`src/rtl/sim_sequencer_if.sv`:
```
`default_nettype none
// ============================================================================
// Module      : sim_sequencer_if
// Description : Control/status bundle between a host and the PIC simulation
//               sequencer. The host side drives run control and per-lane
//               completion flags; the sequencer side returns stage controls.
// Revision    : 1.0 - initial release
// ============================================================================
interface sim_sequencer_if #(
  parameter int NUM_LANES = 4,
  parameter int CNT_W     = 32,
  parameter int DIV_W     = 8
);
  logic                 start;
  logic                 abort;
  logic [CNT_W-1:0]     num_steps;
  logic [DIV_W-1:0]     solve_div;
  logic [NUM_LANES-1:0] pusher_done;
  logic [NUM_LANES-1:0] scatter_done;
  logic                 solver_done;

  logic [CNT_W-1:0]     cnt_out;
  logic                 busy;
  logic                 run_done;
  logic                 ui_valid;
  logic                 fifo_ready;
  logic                 first;
  logic                 start_solve;
  logic                 rst_pusher;
  logic                 rst_scatterer;
  logic                 rst_solver;

  // Host / environment side
  modport master (
    output start, abort, num_steps, solve_div, pusher_done, scatter_done, solver_done,
    input  cnt_out, busy, run_done, ui_valid, fifo_ready, first, start_solve,
           rst_pusher, rst_scatterer, rst_solver
  );

  // Sequencer side
  modport slave (
    input  start, abort, num_steps, solve_div, pusher_done, scatter_done, solver_done,
    output cnt_out, busy, run_done, ui_valid, fifo_ready, first, start_solve,
           rst_pusher, rst_scatterer, rst_solver
  );
endinterface
`default_nettype wire

```
`src/rtl/sim_sequencer.sv`:
```
`default_nettype none
// ============================================================================
// Module      : sim_sequencer
// Description : Time-step sequencer for a particle-in-cell engine. Each step
//               runs PUSH then SCATTER across NUM_LANES lanes; every div_q
//               steps a field solve (RST_SOLVE, SOLVE) is inserted. All
//               outputs are registered.
// Revision    : 1.0 - initial release
// ============================================================================
module sim_sequencer #(
  parameter int NUM_LANES = 4,
  parameter int CNT_W     = 32,
  parameter int DIV_W     = 8
) (
  input  logic            clk,
  input  logic            rst_n,
  sim_sequencer_if.slave  bus
);

  localparam logic [2:0] S_IDLE      = 3'd0;
  localparam logic [2:0] S_PUSH      = 3'd1;
  localparam logic [2:0] S_SCATTER   = 3'd2;
  localparam logic [2:0] S_RST_SOLVE = 3'd3;
  localparam logic [2:0] S_SOLVE     = 3'd4;

  logic [2:0]           state;
  logic [CNT_W-1:0]     cnt;
  logic [CNT_W-1:0]     steps_q;
  logic [DIV_W-1:0]     div_cnt;
  logic [DIV_W-1:0]     div_q;
  logic [NUM_LANES-1:0] mask;
  logic [NUM_LANES-1:0] done_vec;
  logic                 lanes_done;

  logic busy;
  logic run_done;
  logic ui_valid;
  logic first;
  logic fifo_ready;
  logic start_solve;
  logic rst_pusher;
  logic rst_scatterer;
  logic rst_solver;

  // Select the completion vector of the active lane stage and test for all lanes done
  always_comb begin
    done_vec = '0;
    if (state == S_PUSH) begin
      done_vec = bus.pusher_done;
    end else if (state == S_SCATTER) begin
      done_vec = bus.scatter_done;
    end
    lanes_done = &(mask | done_vec);
  end

  // Sequencer state, counters, sticky lane mask and registered stage controls
  always_ff @(posedge clk) begin
    if (!rst_n) begin
      state         <= S_IDLE;
      cnt           <= '0;
      steps_q       <= '0;
      div_cnt       <= '0;
      div_q         <= '0;
      mask          <= '0;
      busy          <= 1'b0;
      run_done      <= 1'b0;
      ui_valid      <= 1'b1;
      first         <= 1'b1;
      fifo_ready    <= 1'b0;
      start_solve   <= 1'b0;
      rst_pusher    <= 1'b1;
      rst_scatterer <= 1'b1;
      rst_solver    <= 1'b1;
    end else begin
      // Pulse outputs default low; a branch below raises them for one cycle
      run_done      <= 1'b0;
      start_solve   <= 1'b0;
      rst_pusher    <= 1'b0;
      rst_scatterer <= 1'b0;
      rst_solver    <= 1'b0;

      if ((state != S_IDLE) && bus.abort) begin
        // Abort takes priority over any completion seen this cycle
        state         <= S_IDLE;
        busy          <= 1'b0;
        mask          <= '0;
        fifo_ready    <= 1'b0;
        ui_valid      <= 1'b1;
        rst_pusher    <= 1'b1;
        rst_scatterer <= 1'b1;
        rst_solver    <= 1'b1;
      end else begin
        case (state)
          S_IDLE: begin
            if (bus.start) begin
              if (bus.num_steps != '0) begin
                state      <= S_PUSH;
                busy       <= 1'b1;
                steps_q    <= bus.num_steps;
                div_q      <= (bus.solve_div == '0) ? DIV_W'(1) : bus.solve_div;
                cnt        <= '0;
                div_cnt    <= '0;
                mask       <= '0;
                first      <= 1'b1;
                fifo_ready <= 1'b1;
                ui_valid   <= 1'b0;
              end else begin
                // Zero-length run completes immediately without leaving IDLE
                run_done <= 1'b1;
              end
            end
          end

          S_PUSH: begin
            if (lanes_done) begin
              state      <= S_SCATTER;
              mask       <= '0;
              cnt        <= cnt + CNT_W'(1);
              fifo_ready <= 1'b0;
              first      <= 1'b0;
              rst_pusher <= 1'b1;
            end else begin
              mask <= mask | done_vec;
            end
          end

          S_SCATTER: begin
            if (lanes_done) begin
              mask <= '0;
              if (cnt == steps_q) begin
                state    <= S_IDLE;
                busy     <= 1'b0;
                ui_valid <= 1'b1;
                run_done <= 1'b1;
              end else if (div_cnt == (div_q - DIV_W'(1))) begin
                state      <= S_RST_SOLVE;
                div_cnt    <= '0;
                rst_solver <= 1'b1;
              end else begin
                // Solve skipped this step; go straight back to pushing
                state         <= S_PUSH;
                div_cnt       <= div_cnt + DIV_W'(1);
                rst_scatterer <= 1'b1;
                fifo_ready    <= 1'b1;
              end
            end else begin
              mask <= mask | done_vec;
            end
          end

          S_RST_SOLVE: begin
            state       <= S_SOLVE;
            start_solve <= 1'b1;
          end

          S_SOLVE: begin
            if (bus.solver_done) begin
              state         <= S_PUSH;
              mask          <= '0;
              rst_scatterer <= 1'b1;
              fifo_ready    <= 1'b1;
            end
          end

          default: begin
            state <= S_IDLE;
            busy  <= 1'b0;
          end
        endcase
      end
    end
  end

  assign bus.cnt_out       = cnt;
  assign bus.busy          = busy;
  assign bus.run_done      = run_done;
  assign bus.ui_valid      = ui_valid;
  assign bus.first         = first;
  assign bus.fifo_ready    = fifo_ready;
  assign bus.start_solve   = start_solve;
  assign bus.rst_pusher    = rst_pusher;
  assign bus.rst_scatterer = rst_scatterer;
  assign bus.rst_solver    = rst_solver;

endmodule
`default_nettype wire

```
`src/flat_wrapper.sv`:
```
// flat-port wrapper written by rule: the top's interface ports become plain ports
module sim_sequencer_flat 
#(
  parameter int NUM_LANES = 4,
  parameter int CNT_W     = 32,
  parameter int DIV_W     = 8
)
  (clk, rst_n, bus_start, bus_abort, bus_num_steps, bus_solve_div, bus_pusher_done, bus_scatter_done, bus_solver_done, bus_cnt_out, bus_busy, bus_run_done, bus_ui_valid, bus_fifo_ready, bus_first, bus_start_solve, bus_rst_pusher, bus_rst_scatterer, bus_rst_solver);
  sim_sequencer_if #(.NUM_LANES(NUM_LANES), .CNT_W(CNT_W), .DIV_W(DIV_W)) bus_i ();
  input  logic clk;
  input  logic rst_n;
  input wire logic [$bits(bus_i.start)-1:0] bus_start;
  input wire logic [$bits(bus_i.abort)-1:0] bus_abort;
  input wire logic [$bits(bus_i.num_steps)-1:0] bus_num_steps;
  input wire logic [$bits(bus_i.solve_div)-1:0] bus_solve_div;
  input wire logic [$bits(bus_i.pusher_done)-1:0] bus_pusher_done;
  input wire logic [$bits(bus_i.scatter_done)-1:0] bus_scatter_done;
  input wire logic [$bits(bus_i.solver_done)-1:0] bus_solver_done;
  output wire logic [$bits(bus_i.cnt_out)-1:0] bus_cnt_out;
  output wire logic [$bits(bus_i.busy)-1:0] bus_busy;
  output wire logic [$bits(bus_i.run_done)-1:0] bus_run_done;
  output wire logic [$bits(bus_i.ui_valid)-1:0] bus_ui_valid;
  output wire logic [$bits(bus_i.fifo_ready)-1:0] bus_fifo_ready;
  output wire logic [$bits(bus_i.first)-1:0] bus_first;
  output wire logic [$bits(bus_i.start_solve)-1:0] bus_start_solve;
  output wire logic [$bits(bus_i.rst_pusher)-1:0] bus_rst_pusher;
  output wire logic [$bits(bus_i.rst_scatterer)-1:0] bus_rst_scatterer;
  output wire logic [$bits(bus_i.rst_solver)-1:0] bus_rst_solver;
  assign bus_i.start = bus_start;
  assign bus_i.abort = bus_abort;
  assign bus_i.num_steps = bus_num_steps;
  assign bus_i.solve_div = bus_solve_div;
  assign bus_i.pusher_done = bus_pusher_done;
  assign bus_i.scatter_done = bus_scatter_done;
  assign bus_i.solver_done = bus_solver_done;
  assign bus_cnt_out = bus_i.cnt_out;
  assign bus_busy = bus_i.busy;
  assign bus_run_done = bus_i.run_done;
  assign bus_ui_valid = bus_i.ui_valid;
  assign bus_fifo_ready = bus_i.fifo_ready;
  assign bus_first = bus_i.first;
  assign bus_start_solve = bus_i.start_solve;
  assign bus_rst_pusher = bus_i.rst_pusher;
  assign bus_rst_scatterer = bus_i.rst_scatterer;
  assign bus_rst_solver = bus_i.rst_solver;
  sim_sequencer #(.NUM_LANES(NUM_LANES), .CNT_W(CNT_W), .DIV_W(DIV_W)) u_core (.clk(clk), .rst_n(rst_n), .bus(bus_i));
endmodule
```
`config.mk`:
```
export PLATFORM = sky130hd
export DESIGN_NAME = sim_sequencer_flat
export DESIGN_NICKNAME = d
export VERILOG_FILES = /design/src/rtl/sim_sequencer_if.sv /design/src/rtl/sim_sequencer.sv /design/src/flat_wrapper.sv
export SDC_FILE = /design/constraint.sdc
export NUM_CORES = 1
export LEC_CHECK = 0
export CORE_ASPECT_RATIO = 0.8
export CORE_MARGIN = 5
export CORE_UTILIZATION = 52
export CTS_CLUSTER_DIAMETER = 50
export CTS_CLUSTER_SIZE = 40
export DETAILED_ROUTE_END_ITERATION = 16
export PLACE_DENSITY = 0.85
export SLEW_MARGIN = 10
export SYNTH_ARGS = -nofsm -noshare
export SYNTH_HDL_FRONTEND = slang
export SYNTH_SLANG_ARGS = --single-unit
export TNS_END_PERCENT = 30
```
`constraint.sdc`:
```
create_clock -name clk -period 2.6 [get_ports clk]
set_input_delay 0.65 -clock clk [delete_from_list [all_inputs] [get_ports clk]]
set_output_delay 0.65 -clock clk [all_outputs]
set_load 0.01 [all_outputs]
```
==> impl_metrics.json, run 1 <==
{
  "nets": 759,
  "cts_buffers": 9,
  "synth_nets": 602,
  "cp.arrival_ns": 2.81,
  "maxCapViolCount": 0,
  "synth_common_cells": "dfxtp_1 (96), nor2_1 (86), mux2i_1 (42)",
  "slew_headroom_pct": 66.0,
  "dp_cells": 797,
  "cts_tree": "built",
  "synth_most_common_cell": "dfxtp_1",
  "antenna_left": 0,
  "port_buffers": 93,
  "hold_viol_final": 0,
  "ys_top_cells_by_area": "dfxtp_1 (39%), mux2i_1 (8.5%), xnor2_1 (6.9%), nor2_1 (6.6%), xor2_1 (6.2%)",
  "firstDrtPassIters": 5,
  "slew_viol_final": 0,
  "synth.top_cell.area_share_pct": 39.0,
  "fin_util_pct": 77.8,
  "setup.worst_path.end_class": "flop",
  "die_w_um": 119,
  "rsz0062_at_grt": "true",
  "grt_usage_pct": 25.1,
  "hp-class": "flop to flop",
  "synth_largest_area_cell": "dfxtp_1",
  "clockBufferDepth": 2,
  "synth.avg_cell_area_um2": 9.02,
  "critPathKind": "input pin to flop",
  "ios": 94,
  "syn_area_um2": 4920,
  "root_buffer": "clkbuf_16",
  "ys_warn_count": 0,
  "hold_ws_ns": 0.461,
  "clkLatencyLatePin_ns": 0.34,
  "wl_per_cell_um": 18.6,
  "htree_levels": 3,
  "synthFlopType": "dfxtp_1",
  "tns_ns": 0,
  "routed_wl_um": 15300,
  "critPathRequiredTime_ns": 2.82,
  "grt_max_degree": 41,
  "grt_pass1_vias": 4762,
  "drt_iter0_drc": 268,
  "grt_antenna_before_repair": 0,
  "async_flop_share_pct": 0,
  "synth_seq_cells": 96,
  "cts.sinks": 96,
  "tightest_slew_ns": 0.506,
  "die_area_um2": 11500,
  "ys_seq_area_share_pct": 39.0,
  "fin_crit_sh_pct": 99.6,
  "synth_cell_types": 64,
  "coreArea_um2": 9150,
  "p_leak_nw": 2.89,
  "grt_overflow_total": 0,
  "netlist_instances": 546,
  "nFillCells": 590,
  "status": "finished clean",
  "synth_edf_count": 0,
  "dp_hpwl_um": 10500,
  "fmax_mhz": 386,
  "area_delta_synth_final_pct": 44.7,
  "grt_pass1_wl_um": 23700,
  "finClkSkew_ns": 0.00362,
  "viasPerCell": 5.80,
  "peakVddDrop_v": 0.000373,
  "clk_pin_slew_ns": 0.06,
  "diodes": 0,
  "post-route-min-period_ns": 2.59,
  "gp_congestion": 0.876,
  "fin_cells": 822,
  "cellPowerDensity_nw_per_um2": 688,
  "num_rows": 31,
  "finalSetupViolCount": 0,
  "start_util_pct": 53.8,
  "num_vias": 4771,
  "dieHeight_um": 97.0,
  "drc_errors": 0,
  "cp_max_fo": 6,
  "cp-start-kind": "input pin",
  "post_route_cells_drive_above_1_share_pct": 20.8
}
timing repair:
action / 4_1_cts / 5_1_grt
cloned: 1 / 0
pin swaps: 9 / 16
setup buffers: 5 / 4
endpoints found under the setup margin: 82 / 37
hold buffers: 0 / 0
resized for setup: 33 / 25
sequential cells by signal, summed over array words and instances (netlist names):
register and count:
u_core.bus.first 1, u_core.bus.cnt_out 32, u_core.mask 4, u_core.bus.start_solve 1, u_core.steps_q 32, u_core.bus.busy 1, u_core.div_q 8, u_core.bus.fifo_ready 1
u_core.state 3, u_core.bus.rst_solver 1, u_core.bus.rst_scatterer 1, u_core.bus.rst_pusher 1, u_core.bus.run_done 1, u_core.div_cnt 8, u_core.bus.ui_valid 1
cell type report:
cell class | instances | area, µm² | area share (%)
clock buffer | 10 | 239 | 3.36
tap | 115 | 144 | 2.02
sequential | 96 | 1920 | 27.0
inverter | 10 | 37.5 | 0.527
clock inverter | 5 | 57.6 | 0.808
multi-input combinational | 415 | 3040 | 42.7
timing repair buffer | 171 | 1680 | 23.6
per-stage QoR:
| step | cell area, µm² | setup WS, ns | total power [mW] |
|---|---|---|---|
| 3_5_place_dp | 6470 | -0.853 | 3.50 |
| 3_3_place_gp | 6470 | -0.720 | 3.43 |
| 5_1_grt | 7120 | -0.0434 | 5.13 |
| 6_report | 7120 | 0.00983 | 4.90 |
| 4_1_cts | 6980 | 0.0105 | 4.85 |
| 2_1_floorplan | 4920 | 0.186 | 2.82 |
where the power goes:
part / internal, mW / leakage (nW) / switching, mW
logic: 0.908 / 1.96 / 0.893
clock network: 0.766 / 0.148 / 0.541
registers: 1.64 / 0.783 / 0.156
total: 3.31 / 2.89 / 1.59
cells by family after synthesis:
logic type	Yosys count	share of synthesized area (%)
AO/OA/AOI/OAI	59	9.58
multiplexers	42	8.54
XOR/XNOR	74	13.2
buffers and inverters	35	3.46
adder cells (fa/ha/maj)	3	0.763
AND/OR/NAND/NOR	237	25.4
flip-flops	96	39.0
critical path, stage by stage:
cell             delay [ns]
clkdlybuf4s50_1        0.49
a311oi_2               0.12
or4_4                  0.60
o31ai_4                0.34
buf_12                 0.18
nand4_1                0.14
xor2_1                 0.21
nor2_1                 0.08
cell usage in the layout, fill, tap and decap left out, types with 4 or more instances in the layout:
cell type         n
nor2_1           86
and3_1           13
a311oi_2          4
nor4_2            7
nor2_2            5
xor2_2            4
clkbuf_16         9
o21ai_0           8
inv_1             8
o211ai_1          5
nand2b_1          6
xor2_1           31
a211oi_1          4
a21oi_1           9
o31ai_1           4
dlymetal6s2s_1   10
buf_6             5
buf_12            9
nand2_1          26
dlygate4sd2_1    11
dfxtp_1          95
nand4_1          16
clkdlybuf4s50_1  72
nor3_1            6
buf_4            63
mux2i_1          42
nand3_2           7
nand3_1          26
and4_1            5
xnor2_1          39
layer usage:
layer	vias up	track usage, %	routed length (µm)
met5	-	0	0
met4	0	8.90	396
met3	37	5.36	1070
met2	210	43.0	7420
met1	2293	31.1	6390
li1	2231	-	-
final timing paths:
check / from / endpoint / slack [ns] / cells after the start
worst max-delay path: bus_scatter_done[3] / u_core.bus.cnt_out[17] / 0.01 / 8
worst min-delay path: u_core.bus.first / u_core.bus.first / 0.46 / 2
worst max register to register: u_core.state[2] / u_core.bus.cnt_out[17] / 0.06 / 8
worst min register to register: u_core.bus.first / u_core.bus.first / 0.46 / 2
No activity file was read; power rests on OpenSTA's default activity.
==> run 2: changes to the inputs <==
clock period = 2.9 ns   (was 2.6 ns; I/O delays follow)
==> run 2 against run 1 <==
  * Sequential share of layout area rose by 2.1 points
  * First-iteration DRC count increased by 28%
  * Power fell by 13%
  * Flip-flop and latch count unchanged
  * Clock skew increased by 0.0080 ns
  * Non-clock buffer count is 32 lower
  * Combinational power shrank 22%
  * Final cell count is 3.8% lower
  * Global-route usage shrank 1.5 points
  * Clock-buffer cell count is 1 higher
  * Critical path type unchanged
==> impl_metrics.json, run 2 (synthesis results as in run 1) <==
{
  "critPathKind": "input pin to flop",
  "cp-start-kind": "input pin",
  "slew_headroom_pct": 54.6,
  "cellPowerDensity_nw_per_um2": 643,
  "status": "finished clean",
  "grt_max_degree": 41,
  "hold_depth": 2,
  "hp-class": "flop to flop",
  "cp_max_fo": 14,
  "dp_cells": 774,
  "htree_levels": 3,
  "port_buffers": 93,
  "final-seq-area_um2": 1920,
  "viasPerCell": 5.76,
  "multiInputGateArea_um2": 2870,
  "rr_startpoint": "u_core.div_q[2]",
  "total_power_mw": 4.24,
  "post_route_cells_drive_above_1_share_pct": 14.2,
  "area_delta_synth_final_pct": 34.0,
  "grt_pass1_vias": 4566,
  "p_leak_nw": 2.55,
  "tns_ns": 0,
  "coreArea_um2": 9150,
  "peakVddDrop_v": 0.000419,
  "final_area_um2": 6600,
  "grt_antenna_before_repair": 0,
  "fin_crit_sh_pct": 95.4,
  "die_area_um2": 11500,
  "diodes": 0,
  "cts_tree": "built",
  "setup.worst_path.end_class": "flop",
  "ios": 94,
  "cp.arrival_ns": 3.00,
  "antenna_left": 0,
  "die_w_um": 119,
  "post-route-min-period_ns": 2.77,
  "dieHeight_um": 97.0,
  "hold_buffers": 0,
  "dp_hpwl_um": 10200,
  "holdPathEnd": "u_core.bus.first",
  "placed_area_um2": 6240,
  "wl_per_cell_um": 17.6,
  "nFillCells": 662,
  "cts.sinks": 96,
  "maxCapViolCount": 0,
  "final_cell_mix": "dfxtp_1 (96), clkdlybuf4s50_1 (93), nor2_1 (86)",
  "num_rows": 31,
  "fin_cells": 791,
  "critPathRequiredTime_ns": 3.13,
  "finalSetupViolCount": 0,
  "r2r_slack_ns": 0.29,
  "reg2reg_depth": 7,
  "rsz0062_at_grt": "false",
  "tightest_slew_ns": 0.674,
  "cts_buffers": 9,
  "gp_congestion": 0.883,
  "hp-start": "u_core.bus.first",
  "grt_overflow_total": 0,
  "slew_viol_final": 0,
  "reg2reg_to": "u_core.div_cnt[4]",
  "root_buffer": "clkbuf_16",
  "drc_errors": 0,
  "finClkSkew_ns": 0.0116,
  "drt_iter0_drc": 343,
  "final_common_cell": "dfxtp_1",
  "start_util_pct": 53.8,
  "grt_usage_pct": 23.6,
  "firstDrtPassIters": 7,
  "hold_viol_final": 0,
  "fmax_mhz": 361,
  "num_vias": 4553,
  "clk_pin_slew_ns": 0.07,
  "grt_pass1_wl_um": 22500,
  "routed_wl_um": 13900,
  "clockBufferDepth": 2,
  "clkLatencyLatePin_ns": 0.35,
  "nets": 727
}
-- run 2: changes by cell type in the layout (fill, tap and decap cells not counted), moves of 4 or more --
cell             previous run  this run
nor4_2                      7         3
xor2_2                      4         0
a311oi_2                    4         0
nor4_1                      3        10
buf_6                       5         0
dlygate4sd2_1              11         0
a311oi_1                    1         5
buf_4                      63        43
xor2_1                     31        35
buf_12                      9         3
clkdlybuf4s50_1            72        93
dlymetal6s2s_1             10         0
-- run 2: per-stage QoR --
stage | utilization [%] | setup slack, ns | hold WS (ns)
after CTS | 71.7 | 0.0864 | 0.477
after global placement | 68.2 | -0.498 | 0.442
final | 72.0 | 0.132 | 0.475
after floorplan | - | 0.411 | 0.455
after global routing | 72.0 | 0.00471 | 0.502
after detailed placement | 68.2 | -0.566 | 0.468
-- run 2: worst max-delay path, cell delays in order --
cell             delay (ns)
clkdlybuf4s50_1        0.46
nor4bb_2               0.27
a311oi_1               0.10
or4_4                  0.54
buf_4                  0.22
o22ai_4                0.13
buf_12                 0.16
nand3_1                0.10
xor2_1                 0.21
nor2_1                 0.08
-- run 2: worst max-delay path by stage --
stage / endpoint / start / slack (ns)
global placement: u_core.bus.cnt_out[25] / bus_pusher_done[0] / -0.50
global route: u_core.bus.cnt_out[12] / bus_pusher_done[0] / 0.005
finish: u_core.bus.cnt_out[16] / bus_pusher_done[0] / 0.13
CTS: u_core.bus.cnt_out[17] / bus_num_steps[25] / 0.09
detailed placement: u_core.bus.cnt_out[25] / bus_pusher_done[0] / -0.57
floorplan: u_core.bus.cnt_out[5] / bus_pusher_done[0] / 0.41
-- run 2: repair_timing --
item,CTS,global route
buffers inserted,1,0
pin swaps,1,0
endpoints found under the hold margin,0,0
gates resized for setup,0,5
cloned,0,0
endpoints found under the setup margin,14,10
-- run 2: where the power goes --
group / switching (mW) / internal (mW) / leakage (nW)
Sequential: 0.126 / 1.47 / 0.782
Combinational: 0.730 / 0.684 / 1.63
Clock: 0.536 / 0.699 / 0.146
Total: 1.39 / 2.85 / 2.55
-- run 2: final cells by class --
type | count | area share (%)
clock buffers | 11 | 3.68
flip-flops and latches | 96 | 29.1
multi-input cells | 415 | 43.5
well taps | 115 | 2.18
repair buffers | 139 | 19.9
clock inverters | 5 | 0.968
inverters | 10 | 0.569
-- run 2: layer usage --
metal / track usage, % / up-vias / part of all wire, %
met5: 0 / - / 0
met2: 39.5 / 172 / 48
met3: 5.77 / 26 / 6.7
met1: 30.1 / 2191 / 44
met4: 6.86 / 0 / 1.5
li1: - / 2164 / -
